$ cat src/rtl/float_acc_if.sv
// Operand stream and running-sum bundle for float_acc.
// The master drives operands; the slave (accumulator) drives the sum and status.
interface float_acc_if #(
  parameter int EXP_W  = 3,
  parameter int MANT_W = 5
);
  logic                    in_valid;
  logic                    in_ready;
  logic [EXP_W+MANT_W-1:0] in_data;
  logic                    in_clear;
  logic [EXP_W+MANT_W-1:0] acc;
  logic                    out_valid;
  logic                    ovf;

  modport master (
    output in_valid, in_data, in_clear,
    input  in_ready, acc, out_valid, ovf
  );

  modport slave (
    input  in_valid, in_data, in_clear,
    output in_ready, acc, out_valid, ovf
  );
endinterface

$ cat src/rtl/float_acc.sv
// Multi-cycle accumulator for the unsigned mini-float (value = mantissa << exponent).
// Each accepted operand passes through ALIGN, ADD and NORM before landing in acc.
module float_acc #(
  parameter int EXP_W  = 3,
  parameter int MANT_W = 5
) (
  input logic        clk,
  input logic        reset,
  float_acc_if.slave bus
);
  localparam int W = EXP_W + MANT_W;

  typedef enum logic [1:0] {IDLE, ALIGN, ADD, NORM} state_t;

  state_t              r_state;
  state_t              w_state_next;
  logic [W-1:0]        r_opa;
  logic [W-1:0]        r_opb;
  logic [W-1:0]        r_acc;
  logic [EXP_W-1:0]    r_exp;
  logic [MANT_W-1:0]   r_ma;
  logic [MANT_W-1:0]   r_mb;
  logic [MANT_W:0]     r_sum;
  logic                r_out_valid;
  logic                r_ovf;

  logic                w_xfer;
  logic [EXP_W-1:0]    w_ea;
  logic [EXP_W-1:0]    w_eb;
  logic [EXP_W-1:0]    w_e;
  logic [EXP_W-1:0]    w_d;
  logic [EXP_W-1:0]    w_e_inc;
  logic [MANT_W-1:0]   w_ma;
  logic [MANT_W-1:0]   w_mb;
  logic [W-1:0]        w_result;
  logic                w_sat;

  assign w_xfer        = bus.in_valid && (r_state == IDLE);
  assign bus.in_ready  = (r_state == IDLE);
  assign bus.acc       = r_acc;
  assign bus.out_valid = r_out_valid;
  assign bus.ovf       = r_ovf;

  always_ff @(posedge clk) begin
    if (reset) r_state <= IDLE;
    else       r_state <= w_state_next;
  end

  always_comb begin
    w_state_next = r_state;
    unique case (r_state)
      IDLE:    if (w_xfer) w_state_next = ALIGN;
      ALIGN:   w_state_next = ADD;
      ADD:     w_state_next = NORM;
      NORM:    w_state_next = IDLE;
      default: w_state_next = IDLE;
    endcase
  end

  // Right shift by the exponent gap already yields zero once the gap reaches MANT_W.
  always_comb begin
    w_ea = r_opa[W-1:MANT_W];
    w_eb = r_opb[W-1:MANT_W];
    if (w_ea >= w_eb) begin
      w_e  = w_ea;
      w_d  = w_ea - w_eb;
      w_ma = r_opa[MANT_W-1:0];
      w_mb = r_opb[MANT_W-1:0] >> w_d;
    end else begin
      w_e  = w_eb;
      w_d  = w_eb - w_ea;
      w_ma = r_opa[MANT_W-1:0] >> w_d;
      w_mb = r_opb[MANT_W-1:0];
    end
  end

  always_comb begin
    w_e_inc  = r_exp + EXP_W'(1);
    w_sat    = 1'b0;
    w_result = {r_exp, r_sum[MANT_W-1:0]};
    if (r_sum[MANT_W]) begin
      if (r_exp != '1) begin
        w_result = {w_e_inc, r_sum[MANT_W:1]};
      end else begin
        w_result = '1;
        w_sat    = 1'b1;
      end
    end
  end

  always_ff @(posedge clk) begin
    if (reset) begin
      r_opa       <= '0;
      r_opb       <= '0;
      r_acc       <= '0;
      r_exp       <= '0;
      r_ma        <= '0;
      r_mb        <= '0;
      r_sum       <= '0;
      r_out_valid <= 1'b0;
      r_ovf       <= 1'b0;
    end else begin
      r_out_valid <= 1'b0;
      unique case (r_state)
        IDLE: begin
          if (w_xfer) begin
            r_opa <= bus.in_clear ? '0 : r_acc;
            r_opb <= bus.in_data;
            if (bus.in_clear) r_ovf <= 1'b0;
          end
        end
        ALIGN: begin
          r_exp <= w_e;
          r_ma  <= w_ma;
          r_mb  <= w_mb;
        end
        ADD: begin
          r_sum <= {1'b0, r_ma} + {1'b0, r_mb};
        end
        NORM: begin
          r_acc       <= w_result;
          r_out_valid <= 1'b1;
          if (w_sat) r_ovf <= 1'b1;
        end
        default: ;
      endcase
    end
  end
endmodule

$ cat src/flat_wrapper.sv
// flat-port wrapper written by rule: the top's interface ports become plain ports
module float_acc_flat 
#(
  parameter int EXP_W  = 3,
  parameter int MANT_W = 5
)
  (clk, reset, bus_in_valid, bus_in_data, bus_in_clear, bus_in_ready, bus_acc, bus_out_valid, bus_ovf);
  float_acc_if #(.EXP_W(EXP_W), .MANT_W(MANT_W)) bus_i ();
  input logic clk;
  input logic reset;
  input wire logic [$bits(bus_i.in_valid)-1:0] bus_in_valid;
  input wire logic [$bits(bus_i.in_data)-1:0] bus_in_data;
  input wire logic [$bits(bus_i.in_clear)-1:0] bus_in_clear;
  output wire logic [$bits(bus_i.in_ready)-1:0] bus_in_ready;
  output wire logic [$bits(bus_i.acc)-1:0] bus_acc;
  output wire logic [$bits(bus_i.out_valid)-1:0] bus_out_valid;
  output wire logic [$bits(bus_i.ovf)-1:0] bus_ovf;
  assign bus_i.in_valid = bus_in_valid;
  assign bus_i.in_data = bus_in_data;
  assign bus_i.in_clear = bus_in_clear;
  assign bus_in_ready = bus_i.in_ready;
  assign bus_acc = bus_i.acc;
  assign bus_out_valid = bus_i.out_valid;
  assign bus_ovf = bus_i.ovf;
  float_acc #(.EXP_W(EXP_W), .MANT_W(MANT_W)) u_core (.clk(clk), .reset(reset), .bus(bus_i));
endmodule
$ cat config.mk
export PLATFORM = sky130hd
export DESIGN_NAME = float_acc_flat
export DESIGN_NICKNAME = d
export VERILOG_FILES = /design/src/rtl/float_acc_if.sv /design/src/rtl/float_acc.sv /design/src/flat_wrapper.sv
export SDC_FILE = /design/constraint.sdc
export NUM_CORES = 1
export LEC_CHECK = 0
export CAP_MARGIN = 40
export CORE_ASPECT_RATIO = 0.9
export CORE_MARGIN = 2
export CORE_UTILIZATION = 50
export CTS_CLUSTER_SIZE = 40
export DETAILED_ROUTE_END_ITERATION = 16
export PLACE_DENSITY = 0.75
export SYNTH_ARGS = -nofsm -noshare
export SYNTH_HDL_FRONTEND = slang
export SYNTH_SLANG_ARGS = --single-unit
export TNS_END_PERCENT = 20
$ cat constraint.sdc
create_clock -name clk -period 6.52 [get_ports clk]
set_clock_uncertainty 0.2 [all_clocks]
set_input_delay 1.304 -clock clk [delete_from_list [all_inputs] [get_ports clk]]
set_output_delay 1.304 -clock clk [all_outputs]
set_load 0.01 [all_outputs]
Word level (Yosys, flattened, before mapping)
Cells that the tools add are included.
W data, S select, Z words.
{"block": "op_classes", "addsub": 4, "multipliers": 0, "n_div": 0, "magnitude_cmp": 1, "eq_ne": 7, "n_shift": 2, "muxes": 15, "bitwise": 0, "n_reduce_logical": 5}
{"cell": "$mux W8", "count": 3}
{"cell": "$mux W5", "count": 2}
{"cell": "$shr A5 B3 Y5", "count": 2}
{"cell": "$pmux W2 S4", "count": 1}
{"cell": "$add A5 B5 Y6", "count": 1}
{"cell": "$mux W1", "count": 6}
{"cell": "$sub A3 B3 Y3", "count": 2}
{"cell": "$eq A2 B2 Y1 const B", "count": 2}
{"cell": "$ne A2 B1 Y1 const B", "count": 2}
{"cell": "$reduce_and A4 Y1", "count": 1}
{"cell": "$add A3 B1 Y3 const B", "count": 1}
{"cell": "$ge A3 B3 Y1", "count": 1}
{"cell": "$mux W3", "count": 1}
{"cell": "$ne A3 B3 Y1 const B", "count": 1}
{"cell": "$eq A2 B1 Y1 const B", "count": 1}
{"cell": "$logic_not A2 Y1", "count": 1}
{"cell": "$mux W2", "count": 1}
{"cell": "$ne A2 B2 Y1 const B", "count": 1}
{"cell": "$pmux W1 S2", "count": 1}
{"cell": "$reduce_and A2 Y1", "count": 1}
{"cell": "$reduce_bool A2 Y1", "count": 1}
{"cell": "$logic_and A1 B1 Y1", "count": 1}
{"block": "word_totals", "reg_bits": 47, "latchBits": 0, "mem_bits_rw": 0, "romBits": 0, "out_inout_bits": 11, "elab_cells": 44, "mem_count": 0}

Logic depth before layout (Yosys ltp)
Gate-level depths: netlist (run 1).
{"block": "depth", "ltp_word": 5, "ltp_mapped": 7}

Least setup slack after synthesis (run 1)
Ideal clock, no wire load.
{"block": "synth_path", "path_type": "input port to flip-flop", "from": "input bus_in_valid", "to": "register u_core.r_opa[0]", "setup_time_ns": 0.070, "arrival_ns": 2.134, "setup_slack_ns": 4.115, "path_stages": 5, "n_path_buf": 2, "path_cell_list": "and2_1 -> clkbuf_1 -> clkbuf_1 -> nand3b_1 -> a21oi_1"}
{"block": "synth_between", "elab_chain_cells": 2}
{"element": "start: declaration", "line_no": "flat_wrapper.sv:11", "rtl": "input wire logic [$bits(bus_i.in_valid)-1:0] bus_in_valid;"}
{"element": "$logic_and A1 B1 Y1", "line_no": "float_acc.sv:38", "rtl": "assign w_xfer = bus.in_valid && (r_state == IDLE);"}
{"element": "$reduce_and A2 Y1 (no source line)"}
{"element": "end signal: assignment", "line_no": "float_acc.sv:107", "rtl": "r_opa <= bus.in_clear ? '0 : r_acc;"}
{"element": "end: declaration", "line_no": "float_acc.sv:17", "rtl": "logic [W-1:0] r_opa;"}
No other way between the ends.
A chain may end at the register's enable or synchronous reset.

Worst setup path after layout (run 1)
{"block": "layout_path", "from": "register u_core.r_state[0]", "to": "output bus_in_ready"}
{"block": "layout_between", "elab_chain_cells": 1}
{"element": "start: declaration", "line_no": "float_acc.sv:15", "rtl": "state_t r_state;"}
{"element": "start signal: assignment", "line_no": "float_acc.sv:46", "rtl": "else r_state <= w_state_next;"}
{"element": "$logic_not A2 Y1", "line_no": "float_acc.sv:39", "rtl": "assign bus.in_ready = (r_state == IDLE);"}
{"element": "end: declaration", "line_no": "flat_wrapper.sv:14", "rtl": "output wire logic [$bits(bus_i.in_ready)-1:0] bus_in_ready;"}
No other way between the ends.

==> impl_metrics.csv, run 1 <==
group,metric,value,unit
route,drcViolationCount,0,
cts,cts_hold_buffers,0,
yosys,synth-xor-area-share,2.37,%
floorplan,io_pins,23,
yosys,postSynthAreaPerCell,8.67,um^2
grt,antenna_found_initial,0,
final_layout,fin_util,58.6,%
power,swShare,38.6,%
timing,maxSlewViolCount,0,
floorplan,die-area,5540,um^2
yosys,synthAdderAreaFrac,9.49,%
route,postRouteAntennaNets,0,
worst_setup_path,crit_slowest_cell,"clkdlybuf4s50_1",
cts,cts_tree,"yes",
yosys,netlist_area,2480,um^2
cts,post_cts_buffers,0,
placed_design,gp_congestion,0.772,
worst_setup_path,cpPeakStageDelay,0.59,ns
cts,cts_buffers,5,
floorplan,die_h,70.8,um
final_layout,syn2layout_area_growth,13.6,%
timing,hold_viol_final,0,
worst_setup_path,crit_type,"flip-flop to output pin",
yosys,synth-edff-count,0,
worst_setup_path,critPathCaptureType,"output pin",
power,seq_power_share,41.2,%
floorplan,design.core.area,4800,um^2
yosys,synth_cell_types,35,
grt,grt_overflow,0,
final_layout,antenna_cells,0,
worst_setup_path,cp_top_family,"buffers and inverters",
power,p_leak,1.00,nW
cts,clk_latency,0.29,ns
worst_setup_path,critical_path_buf_inv_count,2,
timing,fin_ws,3.41,ns
grt,grt_start_max_net_pins,50,
yosys,yosys_warnings,0,
final_layout,mostFrequentLayoutCell,"dfxtp_1",
run,drv_cap,0,
cts,htreeDepth,2,
timing,setup_viol,0,
final_layout,fillers,446,
final_layout,nets,328,
route,firstDrtPassIters,4,
yosys,yosys.area_share.simple,22.1,%
worst_setup_path,crit_required,5.02,ns
status,status,"finished, final reports clean",
worst_setup_path,cp.arrival,1.60,ns
grt,gr-usage-all-layers,20.8,%
final_layout,stdcell_area,2820,um^2
grt,grt_pass1_wl,9290,um
worst_setup_path,crit_fanout,7,
placed_design,place_area,2740,um^2
route,vias,2039,
yosys,synth_top_area_cell,"dfxtp_1",
final_layout,layout-drive-gt1-share,6.67,%
timing,worst_slew_pin_slew,0.650,ns
cts,clockRootBuffer,"clkbuf_8",
route,wl_per_cell,14.6,um
floorplan,start_util,51.6,%
yosys,synth_top_family_by_area,"simple AND/OR/NAND/NOR gates",
timing,fin_tns_setup,0,ns
yosys,synth.mux.area_fraction,3.94,%
power,combPwrFrac,41.5,%
timing,max_slew_margin,56.7,%
cts,clk_pin_slew,0.08,ns
yosys,syn_inst,286,
yosys,synth_area_leaders,"dfxtp_1, ha_1, a21oi_1",
worst_setup_path,path_cells,"inv_1, ha_1, clkdlybuf4s50_1",
power,power_density,344,nW/um^2
route,drtIter0Drc,121,
power,p_switching,0.375,mW
cts,ctsResizeCount,0,
route,vias_per_cell,5.59,
route,routed_wl,5310,um
floorplan,die_x,78.2,um
grt,grt_pass1_vias,1906,
yosys,yosys.area.top_type_share,38.0,%
placed_design,place_ws,3.52,ns
worst_hold_path,hold_class,"flip-flop to flip-flop",
final_layout,layout_common_cells,"dfxtp_1, nand2_1, a21oi_1",
placed_design,place_hpwl,3660,um
timing,min_period_over_period,47.6,%
power,ir_drop,0.000151,V
yosys,ys.flop_type,"dfxtp_1",
yosys,ys_seq_area_share,38.0,%
timing,fmax,322,MHz
cts,cts_buffer_depth,2,
timing,period_minus_slack,3.11,ns
power,p_clk_share,17.3,%
power,internal-power,0.595,mW
floorplan,rows,24,
yosys,synth.net_count,315,
timing,grt_setup_unrepaired,"no",
cts,cts_sinks,47,
yosys,ys_ff_latch,47,
worst_setup_path,cp-start-kind,"flip-flop",
yosys,synthArstFlopShare,0,%
placed_design,place.port_buffers,22,
yosys,synth_compound_area_share,20.1,%
## layer usage
| layer | up-vias | wire length, um | track usage [%] |
|---|---|---|---|
| met5 | - | 0 | 0 |
| met4 | 0 | 36 | 6.24 |
| met3 | 4 | 156 | 3.06 |
| met2 | 39 | 2440 | 31.8 |
| met1 | 964 | 2680 | 30.6 |
| li1 | 1032 | - | - |
## registers in the layout, summed over array words and instances (netlist names)
register / cells
u_core.bus.acc: 8
u_core.bus.out_valid: 1
u_core.bus.ovf: 1
u_core.r_exp: 3
u_core.r_ma: 5
u_core.r_mb: 5
u_core.r_opa: 8
u_core.r_opb: 8
u_core.r_state: 2
u_core.r_sum: 6
## stage by stage
stage / std cells / total power, mW / hold slack (ns)
2_1_floorplan: 286 / 0.704 / 0.242
3_3_place_gp: 355 / 0.788 / 0.257
3_5_place_dp: 357 / 0.811 / 0.264
4_1_cts: 365 / 0.979 / 0.276
5_1_grt: 365 / 1.05 / 0.297
6_report: 365 / 0.970 / 0.271
## area by class of cell
class | count | area [um^2] | share of cell area, %
tap | 65 | 81.3 | 2.89
multi-input combinational | 213 | 1440 | 51.0
sequential | 47 | 941 | 33.4
clock buffer | 7 | 76.3 | 2.71
timing repair buffer | 25 | 250 | 8.88
inverter | 7 | 26.3 | 0.933
clock inverter | 1 | 5.00 | 0.178
## power by group through the flow
stage	combinational, mW	clock [mW]	sequential [mW]
finish	0.403	0.168	0.399
global route	0.457	0.182	0.409
CTS	0.406	0.174	0.399
floorplan	0.321	0	0.383
global placement	0.385	0	0.404
detailed placement	0.405	0	0.406
## cells in the mapped netlist (6+ instances only)
| cell type | n |
|---|---|
| nand3b_1 | 13 |
| nand3_1 | 6 |
| nand2b_1 | 18 |
| a211oi_1 | 6 |
| clkbuf_1 | 16 |
| ha_1 | 14 |
| inv_1 | 7 |
| o211ai_1 | 8 |
| dfxtp_1 | 47 |
| a311oi_1 | 7 |
| nand2_1 | 40 |
| nor2_1 | 25 |
| a21oi_1 | 31 |
## worst reg2reg max path, cell delays in order (launching register included)
cell	delay (ns)
dfxtp_1	0.39
inv_1	0.06
ha_1	0.21
fa_1	0.65
mux4_2	0.54
a211oi_1	0.27
o32ai_1	0.12
## cell families (layout without fill, tap and decap cells)
kind of cell | after synthesis | in the layout
XOR/XNOR | 5 | 5
buffers and inverters | 26 | 40
adder cells (fa/ha/maj) | 17 | 17
AO/OA/AOI/OAI | 72 | 72
flip-flops | 47 | 47
AND/OR/NAND/NOR | 112 | 112
multiplexers | 7 | 7
## final timing paths
path	startpoint	to	slack (ns)	cells past startpoint
worst max register to register	u_core.r_opb[5]	u_core.r_ma[0]	3.96	6
worst min-delay path	u_core.r_opa[0]	u_core.r_opa[0]	0.27	2
worst min register to register	u_core.r_opa[0]	u_core.r_opa[0]	0.27	2
worst max-delay path	u_core.r_state[0]	bus_in_ready	3.41	3
Note: power is estimated with default switching activity, not from simulation.
==> run 2, diff against run 1 <==
- clock period: 6.52 -> 2.95 ns (I/O delays scaled with it)
==> impl_metrics.csv, run 2 (same netlist as run 1, synthesis figures left out) <==
group,metric,value,unit
status,status,"finished, final reports clean",
floorplan,start_util,51.6,%
worst_setup_path,cp-start-kind,"flip-flop",
grt,grt_overflow,0,
final_layout,layout-drive-gt1-share,7.95,%
floorplan,design.core.area,4800,um^2
timing,worst_slew_pin_slew,0.771,ns
timing,fmax,411,MHz
timing,fin_tns_setup,0,ns
grt,grt_start_max_net_pins,41,
run,drv_cap,0,
worst_setup_path,critPathCaptureType,"flip-flop",
power,ir_drop,0.000415,V
grt,antenna_found_initial,0,
placed_design,place.port_buffers,22,
final_layout,antenna_cells,0,
power,combPwrFrac,40.5,%
route,routed_wl,5330,um
worst_setup_path,crit_required,2.94,ns
floorplan,die-area,5540,um^2
cts,clk_pin_slew,0.09,ns
route,vias,2057,
cts,cts_buffers,5,
worst_setup_path,crit_slowest_cell,"fa_1",
grt,gr-usage-all-layers,20.9,%
final_layout,mostFrequentLayoutCell,"dfxtp_1",
timing,period_minus_slack,2.43,ns
power,p_switching,0.848,mW
timing,max_slew_margin,48.6,%
final_layout,nets,331,
placed_design,gp_congestion,0.871,
final_layout,multi_input_area,1440,um^2
floorplan,die_x,78.2,um
route,wl_per_cell,14.5,um
floorplan,die_h,70.8,um
route,postRouteAntennaNets,0,
cts,clk_latency,0.30,ns
route,vias_per_cell,5.60,
final_layout,register_area,941,um^2
floorplan,rows,24,
worst_setup_path,rrSetupSlack,0.52,ns
grt,grt_pass1_vias,2025,
cts,cts_sinks,47,
final_layout,layout_common_cells,"dfxtp_1, nand2_1, a21oi_1",
power,swShare,37.6,%
power,p_clk_share,20.4,%
power,internal-power,1.41,mW
timing,hold_viol_final,0,
cts,clockRootBuffer,"clkbuf_8",
route,firstDrtPassIters,5,
timing,grt_setup_unrepaired,"no",
floorplan,io_pins,23,
cts,post_cts_buffers,0,
placed_design,place_hpwl,3770,um
worst_setup_path,cpPeakStageDelay,0.62,ns
timing,maxSlewViolCount,0,
final_layout,fillers,438,
route,drtIter0Drc,103,
final_layout,syn2layout_area_growth,15.7,%
worst_setup_path,crit_type,"flip-flop to flip-flop",
grt,grt_pass1_wl,9260,um
cts,cts_tree,"yes",
timing,setup_viol,0,
cts,htreeDepth,2,
route,drcViolationCount,0,
timing,min_period_over_period,82.5,%
cts,ctsResizeCount,0,
cts,cts_hold_buffers,0,
worst_hold_path,hold_class,"flip-flop to flip-flop",
cts,cts_buffer_depth,2,
power,finalPower,2.25,mW
power,seq_power_share,39.1,%
worst_setup_path,path_cells,"inv_1, ha_1, fa_1, mux4_2, a211oi_1, o32ai_1",
worst_setup_path,crit_fanout,6,
power,p_leak,1.02,nW
power,power_density,786,nW/um^2
worst_setup_path,cp.arrival,2.42,ns
-- run 2: cell count changes in the layout (fill, tap and decap cells not counted), sizes merged --
| cell | previous run | this run |
|---|---|---|
| bufinv | 0 | 1 |
| buf | 3 | 6 |
| clkinvlp | 0 | 1 |
| clkinv | 1 | 0 |
| clkbuf | 7 | 5 |
-- run 2: stage by stage --
| step | util, % | instances | hold WS, ns | area, um^2 | setup WS, ns |
|---|---|---|---|---|---|
| after global routing | 59.7 | 367 | 0.297 | 2870 | 0.422 |
| final | 59.7 | 367 | 0.271 | 2870 | 0.516 |
| after CTS | 59.7 | 367 | 0.270 | 2870 | 0.501 |
| after detailed placement | 57.5 | 360 | 0.258 | 2760 | 0.513 |
| after floorplan | - | 286 | 0.242 | 2480 | 0.593 |
| after global placement | 57.5 | 360 | 0.254 | 2760 | 0.535 |
-- run 2: path summary, 6_finish.rpt --
| kind | start | end | cells after the start |
|---|---|---|---|
| setup reg to reg | u_core.r_opb[5] | u_core.r_ma[0] | 6 |
| hold reg to reg | u_core.bus.ovf | u_core.bus.ovf | 2 |
| setup / recovery | u_core.r_opb[5] | u_core.r_ma[0] | 6 |
| hold / removal | u_core.bus.ovf | u_core.bus.ovf | 2 |
-- run 2: routing by layer --
metal	up-vias	routed length (um)	global-route usage, %	part of all wire [%]
li1	1036	-	-	-
met1	971	2560	28.8	48
met2	39	2460	33.5	46
met3	11	204	4.21	3.8
met4	0	103	6.43	1.9
met5	-	0	0	0
-- run 2: critical path: cells and delay by family (launching register included) --
kind	cells	cell delay (ns)
fa+ha+maj	2	0.82
mux	1	0.52
buf+inv	1	0.06
compound gates	2	0.35
flops	1	0.37
-- run 2: layout make-up --
type	instances	area share [%]
Clock buffer	5	2.40
Clock inverter	2	1.31
Inverter	7	0.916
Multi-Input combinational cell	213	50.1
Sequential cell	47	32.8
Tap cell	65	2.83
Timing Repair Buffer	28	9.68
-- run 2: power by group through the flow --
stage / clock network [mW] / registers (mW) / logic, mW
floorplan: 0 / 0.847 / 0.709
global placement: 0 / 0.892 / 0.887
detailed placement: 0 / 0.897 / 0.917
CTS: 0.473 / 0.883 / 0.925
global route: 0.496 / 0.903 / 1.03
finish: 0.459 / 0.882 / 0.913
==> variant, RTL diff (config.mk and constraints of run 2) <==
Re-encode `state_t` (4 states) as one-hot, 4 bits wide.
--- a/src/rtl/float_acc.sv
+++ b/src/rtl/float_acc.sv
@@ -10,7 +10,7 @@
 );
   localparam int W = EXP_W + MANT_W;
 
-  typedef enum logic [1:0] {IDLE, ALIGN, ADD, NORM} state_t;
+  typedef enum logic [3:0] {IDLE = 4'b0001, ALIGN = 4'b0010, ADD = 4'b0100, NORM = 4'b1000} state_t;
 
   state_t              r_state;
   state_t              w_state_next;
Behaviour: no difference found for any inputs over 10 cycles, from zero or initial values and one cycle with reset high; not proved beyond that.
==> variant against run 2 <==
- synthesized cell count decreased by 3.5%
- area after synthesis shrank 0.81%
- critical path type is now reg2out
- die area shrank 0.76%
- first-iteration DRC count grew 28%
- sequential cell count up 2
- setup slack lost 0.10 ns
- wire length rose by 3.8%
- critical endpoint is now bus_in_ready
- design area fell by 0.48%
- final cell count down 1.4%
Power is not compared: it rests on default switching activity, and its combinational part moved more than twofold at a synthesized area within 25%.
==> variant: results (changes against run 2) <==
* Status: completed
* DR WL/cell at 15.3 um (+5.2%)
* Post-synthesis adder-cell area fraction at 0.0753 (-0.0196)
* Crit Path Max Fanout at 7 (+1)
* Root buffer cell: clkbuf_8
* Seq/Total Area, Yosys at 0.399 (+0.0194)
* Filler Cell Count at 446 (+1.8%)
* Top post-synthesis cells by count: dfxtp_1, nand2_1, a21oi_1
* Top post-synthesis cells by area: dfxtp_1, nand2_1, a21oi_1
* Worst path max stage delay at 0.60 ns (-0.02 ns)
* Met2 WL post-DR at 2.60 mm (+5.7%)
* First-pass GRT wire length at 9.36 mm (+1.0%)
* Post-DP Area at 2740 um2 (-0.68%)
* Placed cell count at 354 (-1.7%)
* WP data arrival at 1.75 ns (-0.67 ns)
* Post-synthesis xor/xnor area fraction at 0.0214 (-0.00235)
* Largest net degree at the start of global routing at 27 (-34%)
* CP max-delay cell: clkdlybuf4s50_1
* Post-Syn Nets at 301 (-4.4%)
* DP HPWL at 3.88 mm (+2.9%)
* Vias at 2,105 (+2.3%)
* Metal3 WL at 231 um (+13%)
* Ratio of cells with drive above 1 in the final layout at 0.0842 (+0.00470)
* Flop2flop setup slack at 0.58 ns (+0.06 ns)
* Gr usage total at 0.212 (+0.00288)
* Proportion of synthesized area in mux cells at 0.0509 (+0.0115)
* DP Worst Slack at 0.601 ns (+0.0883 ns)
* Compound-Gate Fraction of Synth Area at 0.186 (-0.0146)
* Met3 usage at 0.0375 (-0.00462)
* Leak at 1.03 nW
* Worst Tran Pin Value at 0.748 ns (-0.0232 ns)
* Initial DRC count at 132 (+28%)
* CP delay by family, top: buffers and inverters
* WHS at 0.264 ns (-0.00689 ns)
* Met1 global-route usage at 0.299 (+0.0106)
* Post-Syn Instances at 276 (-3.5%)
* Final Wtd Congestion at 0.874 (+0.25%)
* Final wirelength at 5.53 mm (+3.8%)
* Synth cell types at 43 (+23%)
* Number of global-route vias before repair at 1,966 (-2.9%)
## variant: cell type report
cell class | instances | area [um2] | share of cell area
Tap cell | 65 | 81.3 | 0.0285
Timing Repair Buffer | 29 | 273 | 0.0955
Sequential cell | 49 | 981 | 0.344
Inverter | 7 | 26.3 | 0.00920
Multi-Input combinational cell | 204 | 1380 | 0.484
Clock inverter | 2 | 38.8 | 0.0136
Clock buffer | 6 | 72.6 | 0.0254
## variant: path summary, 6_finish.rpt
path                      from             end  depth (start not counted)
min             u_core.r_ma[4]  u_core.r_ma[4]                          2
max reg2reg    u_core.r_opa[5]  u_core.r_mb[1]                          7
min reg2reg     u_core.r_ma[4]  u_core.r_ma[4]                          2
max          u_core.r_state[0]    bus_in_ready                          2
## variant: tightest hold or removal path, delay by kind of cell, from the launching register on
kind            cells  cell delay (ns)
flops               1             0.32
compound gates      1             0.05
simple gates        1             0.05
